--- src/rtl/aes_pkg.sv ---
// aes_pkg: shared AES constants (S-box, round count), GF(2^8) helpers and the cipher FSM state type
package aes_pkg;
  typedef enum logic [1:0] {IDLE, RUN, DONE} state_e;
  localparam logic [0:2047] SBOX = {
    128'h637c777bf26b6fc53001672bfed7ab76,
    128'hca82c97dfa5947f0add4a2af9ca472c0,
    128'hb7fd9326363ff7cc34a5e5f171d83115,
    128'h04c723c31896059a071280e2eb27b275,
    128'h09832c1a1b6e5aa0523bd6b329e32f84,
    128'h53d100ed20fcb15b6acbbe394a4c58cf,
    128'hd0efaafb434d338545f9027f503c9fa8,
    128'h51a3408f929d38f5bcb6da2110fff3d2,
    128'hcd0c13ec5f974417c4a77e3d645d1973,
    128'h60814fdc222a908846eeb814de5e0bdb,
    128'he0323a0a4906245cc2d3ac629195e479,
    128'he7c8376d8dd54ea96c56f4ea657aae08,
    128'hba78252e1ca6b4c6e8dd741f4bbd8b8a,
    128'h703eb5664803f60e613557b986c11d9e,
    128'he1f8981169d98e949b1e87e9ce5528df,
    128'h8ca1890dbfe6426841992d0fb054bb16
  };
  function automatic logic [7:0] sub_byte(input logic [7:0] b);
    return SBOX[{b, 3'b000} +: 8];
  endfunction
  function automatic logic [7:0] xtime(input logic [7:0] b);
    return {b[6:0], 1'b0} ^ (b[7] ? 8'h1b : 8'h00);
  endfunction
  function automatic logic [0:31] mix_col(input logic [0:31] c);
    logic [7:0] a0, a1, a2, a3;
    {a0, a1, a2, a3} = c;
    return {xtime(a0 ^ a1) ^ a1 ^ a2 ^ a3,
            a0 ^ xtime(a1 ^ a2) ^ a2 ^ a3,
            a0 ^ a1 ^ xtime(a2 ^ a3) ^ a3,
            xtime(a3 ^ a0) ^ a0 ^ a1 ^ a2};
  endfunction
  function automatic int nr_of(input int nk);
    return nk + 6;
  endfunction
endpackage

--- src/rtl/aes_enc_round.sv ---
// aes_enc_round: one combinational forward round (SubBytes, ShiftRows, optional MixColumns, AddRoundKey)
module aes_enc_round
  import aes_pkg::*;
(
  input  logic [0:127] state,
  input  logic [0:127] rk,
  input  logic         skip_mc,
  output logic [0:127] result
);
  logic [0:127] sr, mc;
  for (genvar i = 0; i < 16; i++) begin : g_sr
    assign sr[8*i +: 8] = sub_byte(state[8*((i + 4*(i%4)) % 16) +: 8]);
  end
  for (genvar c = 0; c < 4; c++) begin : g_mc
    assign mc[32*c +: 32] = mix_col(sr[32*c +: 32]);
  end
  assign result = (skip_mc ? sr : mc) ^ rk;
endmodule

--- src/rtl/aes_enc_iterative.sv ---
// aes_enc_iterative: iterative AES encryptor, one round per clk, plaintext/key_sched in over in_valid/in_ready, ciphertext out over out_valid/out_ready
module aes_enc_iterative
  import aes_pkg::*;
#(
  parameter  int NK = 4,
  localparam int NR = nr_of(NK)
) (
  input  logic                     clk,
  input  logic                     rst_n,
  input  logic                     in_valid,
  output logic                     in_ready,
  input  logic [0:127]             plaintext,
  input  logic [0:128*(NR+1)-1]    key_sched,
  output logic                     out_valid,
  input  logic                     out_ready,
  output logic [0:127]             ciphertext,
  output logic                     busy
);
  if (NK != 4 && NK != 6 && NK != 8) begin : g_bad_nk
    $fatal(1, "aes_enc_iterative: NK must be 4, 6 or 8");
  end
  localparam logic [3:0] LAST = 4'(NR);
  state_e       fsm;
  logic [3:0]   round_cnt;
  logic [0:127] state_q, round_out;
  logic [0:127] rk [NR+1];
  logic         last;
  for (genvar i = 0; i <= NR; i++) begin : g_rk
    assign rk[i] = key_sched[128*i +: 128];
  end
  assign last = round_cnt == LAST;
  assign ciphertext = state_q;
  aes_enc_round u_round (
    .state   (state_q),
    .rk      (rk[round_cnt]),
    .skip_mc (last),
    .result  (round_out)
  );
  always_ff @(posedge clk or negedge rst_n) begin
    if (!rst_n) begin
      fsm       <= IDLE;
      round_cnt <= '0;
      state_q   <= '0;
      in_ready  <= 1'b1;
      out_valid <= 1'b0;
      busy      <= 1'b0;
    end else begin
      case (fsm)
        IDLE: if (in_valid) begin
          state_q   <= plaintext ^ rk[0];
          round_cnt <= 4'd1;
          fsm       <= RUN;
          in_ready  <= 1'b0;
          busy      <= 1'b1;
        end
        RUN: begin
          state_q   <= round_out;
          round_cnt <= last ? 4'd0 : round_cnt + 4'd1;
          if (last) begin
            fsm       <= DONE;
            out_valid <= 1'b1;
          end
        end
        DONE: if (out_ready) begin
          fsm       <= IDLE;
          out_valid <= 1'b0;
          busy      <= 1'b0;
          in_ready  <= 1'b1;
        end
        default: fsm <= IDLE;
      endcase
    end
  end
endmodule

--- config.mk ---
export PLATFORM = sky130hd
export DESIGN_NAME = aes_enc_iterative
export DESIGN_NICKNAME = d
export VERILOG_FILES = /design/src/rtl/aes_pkg.sv /design/src/rtl/aes_enc_round.sv /design/src/rtl/aes_enc_iterative.sv
export SDC_FILE = /design/constraint.sdc
export NUM_CORES = 2
export LEC_CHECK = 0
export CAP_MARGIN = 40
export CORE_AREA = 5 5 649 651
export DETAILED_ROUTE_END_ITERATION = 7
export DIE_AREA = 0 0 654 656
export REMOVE_ABC_BUFFERS = 1
export SLEW_MARGIN = 25
export SYNTH_ARGS = -nofsm -noshare
export SYNTH_HDL_FRONTEND = slang
export SYNTH_HIERARCHICAL = 1
export SYNTH_SLANG_ARGS = --single-unit
--- constraint.sdc ---
create_clock -name clk -period 5.2 [get_ports clk]
set_input_delay 1.56 -clock clk [delete_from_list [all_inputs] [get_ports clk]]
set_output_delay 1.56 -clock clk [all_outputs]
set_load 0.01 [all_outputs]
# ---- Yosys cells after proc, flatten, opt, wreduce, memory -nomap -nowiden
# Cells that the tools add are included.
dict set report word_totals {
  in_bits 1540
  wordCells 170
  register_bits 137
  output_inout_bits 131
}
dict set report classes {
  n_lt_le_gt_ge 1
  bitwise 95
  addsub 1
  eq_ne 6
  n_shift 16
  n_reduce_logical 8
  n_mux 37
}
# cell count
set ops {}
lappend ops {{variable part select 2048 x 12 -> 2049 bit (first input constant)} 16}
lappend ops {{XOR 8 bit} 76}
lappend ops {{binary-select mux 128 bit (select 4 bit)} 1}
lappend ops {{2-to-1 mux 128 bit} 4}
lappend ops {{one-hot mux 128 bit (2 select lines)} 1}
lappend ops {{XOR 128 bit} 2}
lappend ops {{NOT 11 -> 12 bit} 16}
lappend ops {{2-to-1 mux 5 bit} 16}
lappend ops {{AND reduction 3 bit} 3}
lappend ops {{2-to-1 mux 4 bit} 2}
lappend ops {{one-hot mux 4 bit (2 select lines)} 1}
lappend ops {{2-to-1 mux 2 bit} 3}
lappend ops {{!= test 2 bit (second input constant)} 3}
lappend ops {{one-hot mux 1 bit (2 select lines)} 3}
lappend ops {{one-hot mux 2 bit (3 select lines)} 1}
lappend ops {{nonzero test 2 bit} 3}
lappend ops {{>= comparator 5 bit (second input constant)} 1}
lappend ops {{2-to-1 mux 1 bit} 5}
lappend ops {{NOT 4 -> 5 bit} 1}
lappend ops {{adder 4 x 1 -> 4 bit (second input constant)} 1}
lappend ops {{equality test 4 bit (second input constant)} 1}
lappend ops {{equality test 2 x 1 -> 1 bit (second input constant)} 1}
lappend ops {{equality test 2 bit (second input constant)} 1}
lappend ops {{logical NOT 2 bit} 1}
lappend ops {{AND reduction 2 bit} 1}

# ---- Longest topological paths before layout
dict set report depth {
  depth_word 11
  ltp_mapped 20
  mapped_depth_nobuf 15
}

# ---- Modules after synthesis
# The synthesis kept the hierarchy.
# module seq_area_each_um2 area_per_inst_um2 cells_each instances
set modules_own_cells {}
lappend modules_own_cells {aes_enc_round 0.0 61536.5 9582 1}
lappend modules_own_cells {aes_enc_iterative 3429.5 19571.3 2088 1}

# ---- Worst setup path before layout
# OpenSTA, ideal clock, no wires.
dict set report synth_path {
  path_type {register -> register}
  startpoint {register state_q (netlist bit ciphertext[102])}
  endpoint {register state_q (netlist bit ciphertext[117])}
  arrival_time_ns 4.344
  setup_ns 0.133
  n_path_buf 5
  path_stages_with_launch 21
  setup_slack_ns 0.723
  required_ns 5.067
  synth_period_minus_slack_ns 4.477
  cell_sequence {dfrtp_1 -> buf_2 -> clkbuf_1 -> clkbuf_1 -> inv_1 -> ha_1 -> buf_2 -> clkbuf_1 -> and2_1 -> nor2_1 -> mux4_2 -> o32ai_1 -> nor4_1 -> nand2_1 -> xor2_1 -> xnor2_1 -> xnor2_1 -> o21ai_1 -> xor2_1 -> a22oi_1 -> o21ai_0}
}
dict set report synth_via {
  elab_chain_len 8
}
# element line_no
set synth_rtl {}
lappend synth_rtl {{start, declared} aes_enc_iterative.sv:25} ;# logic [0:127] state_q, round_out;
lappend synth_rtl {{start signal, assigned} aes_enc_iterative.sv:50} ;# state_q <= plaintext ^ rk[0];
lappend synth_rtl {{start signal, assigned} aes_enc_iterative.sv:57} ;# state_q <= round_out;
lappend synth_rtl {{NOT 11 -> 12 bit (implied by the code)} aes_pkg.sv:23} ;# return SBOX[{b, 3'b000} +: 8];
lappend synth_rtl {{variable part select 2048 x 12 -> 2049 bit} aes_pkg.sv:23}
lappend synth_rtl {{XOR 8 bit (3 in a row)} aes_pkg.sv:33} ;# a0 ^ a1 ^ xtime(a2 ^ a3) ^ a3,
lappend synth_rtl {{2-to-1 mux 128 bit} aes_enc_round.sv:17} ;# assign result = (skip_mc ? sr : mc) ^ rk;
lappend synth_rtl {{XOR 128 bit} aes_enc_round.sv:17}
lappend synth_rtl {{net round_out (one bit)} aes_enc_iterative.sv:25}
lappend synth_rtl {{one-hot mux 128 bit (2 select lines)} aes_enc_iterative.sv:48} ;# case (fsm)
# The timed path passes the listed nets, and every way through them passes these cells.
# A chain may end at the register's enable or synchronous reset.

# ---- Worst setup path after layout
dict set report layout_path {
  startpoint {register state_q (netlist bit ciphertext[126])}
  endpoint {register state_q (netlist bit ciphertext[17])}
}
dict set report layout_via {
  elab_chain_len 9
}
# element line_no
set layout_rtl {}
lappend layout_rtl {{NOT 11 -> 12 bit (implied by the code) (*)} aes_pkg.sv:23}
lappend layout_rtl {{variable part select 2048 x 12 -> 2049 bit (*)} aes_pkg.sv:23}
lappend layout_rtl {{XOR 8 bit} aes_pkg.sv:33}
lappend layout_rtl {{XOR 8 bit} aes_pkg.sv:26} ;# return {b[6:0], 1'b0} ^ (b[7] ? 8'h1b : 8'h00);
lappend layout_rtl {{XOR 8 bit} aes_pkg.sv:33}
lappend layout_rtl {{XOR 8 bit (*)} aes_pkg.sv:33}
lappend layout_rtl {{2-to-1 mux 128 bit (*)} aes_enc_round.sv:17}
lappend layout_rtl {{XOR 128 bit (*)} aes_enc_round.sv:17}
lappend layout_rtl {{net round_out (one bit)} aes_enc_iterative.sv:25}
lappend layout_rtl {{one-hot mux 128 bit (2 select lines) (*)} aes_enc_iterative.sv:48}
# Mark *: on every way through the listed nets, which the timed path passes. The rest lies on a longest branch.

==> summary.txt <==
Run status
  – Status: finished, violations left
  – Failing checks: design-rule violations

CTS
  – Clk buf depth: 3
  – Cts hold-fix bufs: 0
  – Post-cts gate resize count: 1
  – Root buf cell: clkbuf_16
  – Worst-path clk slew: 0.09 ns
  – TritonCTS Buffers: 25
  – # clock sinks: approximately 140
  – Htree depth: 4
  – CTS tree: done
  – Worst skew pair latency: 0.62 ns
  – Setup Buffers After CTS: 0

Min path
  – Hold Crit Depth: 2
  – Worst min path class: flop to flop

Logic synthesis
  – Most common library cells after synthesis: 926 x a21oi_1, 907 x o21ai_0, 836 x nor2_1, 829 x nand2_1, 622 x clkbuf_1
  – Number of synthesized register bits: 137
  – Yosys warnings: 6
  – Count of cell types in the netlist: 133
  – Syn Area/Cell: 6.95 sq um
  – Area leader, netlist: mux4_2
  – Sequential share of the synthesized area: 4.23%
  – Post-Syn Instances: 11.7k
  – Post-synthesis async set-or-reset flop share: 100%
  – Top post-synthesis cells by area: mux4_2 6.7%, a21oi_1 5.7%, mux2_2 5.7%, o21ai_0 5.6%, xnor2_1 4.3%
  – Top-area cell type share of the netlist area: 6.69%
  – Count leader, synth: a21oi_1
  – Post-synth top flop: dfrtp_1
  – Synth Cell Area: 81100 sq um
  – Post-synth EDFFs: 0

Timing
  – Slew @ Worst Pin: ~1.0 ns
  – Final critical-path required period: 5.00 ns
  – Final period util: 96.1%
  – Fmax: 200 MHz
  – RSZ-0062 raised after global routing: no
  – Fin. Hold Viols: 0
  – Relative slew slack: around 29%
  – Final setup vio count: 0
  – Clock Skews: 0.0417 ns
  – Slew Limit Fails: 0

Detailed routing
  – Drt pass-1 iters: 8
  – Post-route ant nets: 0
  – Drt first-iter violations: approximately 18k
  – Drt drc: 1
  – Drt total wl: 737000 um
  – Via-per-instance ratio: just over 6
  – WL/cell: 39.2 um
  – DR vias: between 100k and 150k

Critical path
  – Critical path endpoint: ciphertext[17]
  – WP data arrival: 5.44 ns
  – CP startpoint kind: flop
  – Largest stage delay, worst path: 0.67 ns
  – Crit path top cell by count: buf_4
  – CP startpoint: ciphertext[126]
  – Crit-path cells: clkinv_1 > buf_4 > ha_1 > mux2i_1 > a221oi_1 > a2111oi_0 > buf_4 > a311oi_1 > a21o_1 > o311a_1 > xnor2_1 > buf_4 > xnor2_1 > nor2_1 > a21oi_1 > buf_4 > xnor2_1 > a22oi_1 > o21ai_0
  – RR Endpoint: ciphertext[17]
  – CP required: 5.65 ns
  – Worst path depth: 19
  – Worst-case reg-to-reg path depth: 19
  – Worst Path Max Fanout: 10
  – Worst R2R Setup Slack: 0.20 ns
  – Crit path buf inv count: 5
  – Crit Reg-Reg Startpoint: ciphertext[126]
  – Worst setup path class: flop to flop
  – Crit path max-delay family: compound AO/OA/AOI/OAI gates
  – CP endpoint kind: flop
  – Slowest cell on crit path: a2111oi_0

Finish
  – Post-layout util: approximately a quarter
  – Layout cell share with drive strength beyond 1: between 10% and 20%
  – Area grow syn2layout: 35.6%
  – Fillers: 45.9k
  – Final nets: around 15k

Die
  – Starting Density: ~20%
  – Core Area: 415000 sq um
  – I/O Pins: around 1.7k
  – Die height: roughly 660 um
  – Chip Width: 654 um
  – Site row count: 237
  – Die area: ~430000 sq um

Global routing
  – Antenna violations before repair: 133
  – First-pass GRT wire length: roughly 970000 um
  – Vias in the first global route: 106k
  – Remaining global-route overflow: 0
  – Total GRT Usage: 32.2%
  – Largest net degree at the start of global routing: 130

Place
  – Post-DP HPWL: 599000 um
  – Number of I/O port buffers: approximately 1.7k
  – Gpl congestion: 1.04

Run
  – Maxcap violations: 0
-- layout make-up --
class	count	area, sq um	share of cell area [%]
antenna	73	183	0.166
clock buffer	30	684	0.622
clock inverter	3	40.0	0.0364
inverter	177	687	0.625
multi-input combinational	9980	70500	64.2
sequential	137	3580	3.26
tap	5497	6880	6.25
timing repair buffer	2918	27400	24.9
-- how the worst min path moves through the flow --
stage,start,to,slack (ns)
after floorplan,in_ready,in_ready,0.49
after global placement,in_ready,in_ready,0.48
after detailed placement,in_ready,in_ready,0.49
after CTS,in_ready,in_ready,0.50
after global routing,in_ready,in_ready,0.53
final,in_ready,in_ready,0.49
-- stage by stage --
step	std cells	TNS (ns)	setup WS, ns	cell area [sq um]	hold WS (ns)
finish	18815	0	0.205	110000	0.494
global route	18777	0	0.0472	110000	0.530
CTS	18733	0	0.0701	110000	0.499
detailed placement	18700	0	0.0108	109000	0.489
global placement	18672	-0.202	-0.134	109000	0.483
floorplan	10294	-2150.93	-16.14	74600	0.493
-- tightest hold or removal path: stages (launching register included) --
cell and delay [ns]:
dfstp_2 0.38, inv_1 0.04, o21ai_0 0.07
-- layout by cell type (no fill, tap or decap), types with 71 or more instances in the layout --
cell type,Yosys,layout
nor3_1,369,369
xnor2_1,396,396
or2_2,86,86
a22oi_1,287,286
nor2_1,836,835
a21oi_1,926,926
o31ai_1,101,100
a221oi_1,71,71
mux2_2,410,410
nor2b_1,410,407
xor2_1,324,324
o221ai_1,193,193
clkdlybuf4s50_1,0,1668
mux2i_1,160,160
inv_1,139,136
diode_2,0,73
o22ai_1,197,195
buf_4,103,1143
buf_12,0,89
nand3_1,318,318
mux4_2,241,241
a31oi_1,219,219
a311oi_1,153,153
a211oi_1,240,240
ha_1,239,237
nand2_1,829,827
o211ai_1,203,203
o311ai_0,167,167
and2_1,100,100
nand2b_1,355,354
o21ai_0,907,901
-- routing by layer --
layer | track usage, % | routed length, um
met1 | 40.7 | 290000
met2 | 50.7 | 325000
met3 | 8.48 | 76600
met4 | 15.0 | 44900
met5 | 0 | 382
-- state kept, by name, summed over array words and instances, names as in the netlist --
name / flops
ciphertext: 128
round_cnt: 4
fsm: 2
busy: 1
in_ready: 1
out_valid: 1
-- cell families (layout without fill, tap and decap cells) --
family / after synthesis / count (layout) / synth area share, %
compound gates: 4485 / 4485 / 37.7
xor+xnor: 740 / 740 / 8.20
fa+ha+maj: 239 / 239 / 3.69
buf+inv: 1553 / 3128 / 8.89
flops: 137 / 137 / 4.23
mux: 814 / 814 / 14.4
other cells: 0 / 73 / 0
simple gates: 3702 / 3702 / 22.8
Power is not shown: default switching activity piles up to over one toggle a cycle in this logic, so the estimate is an artifact.
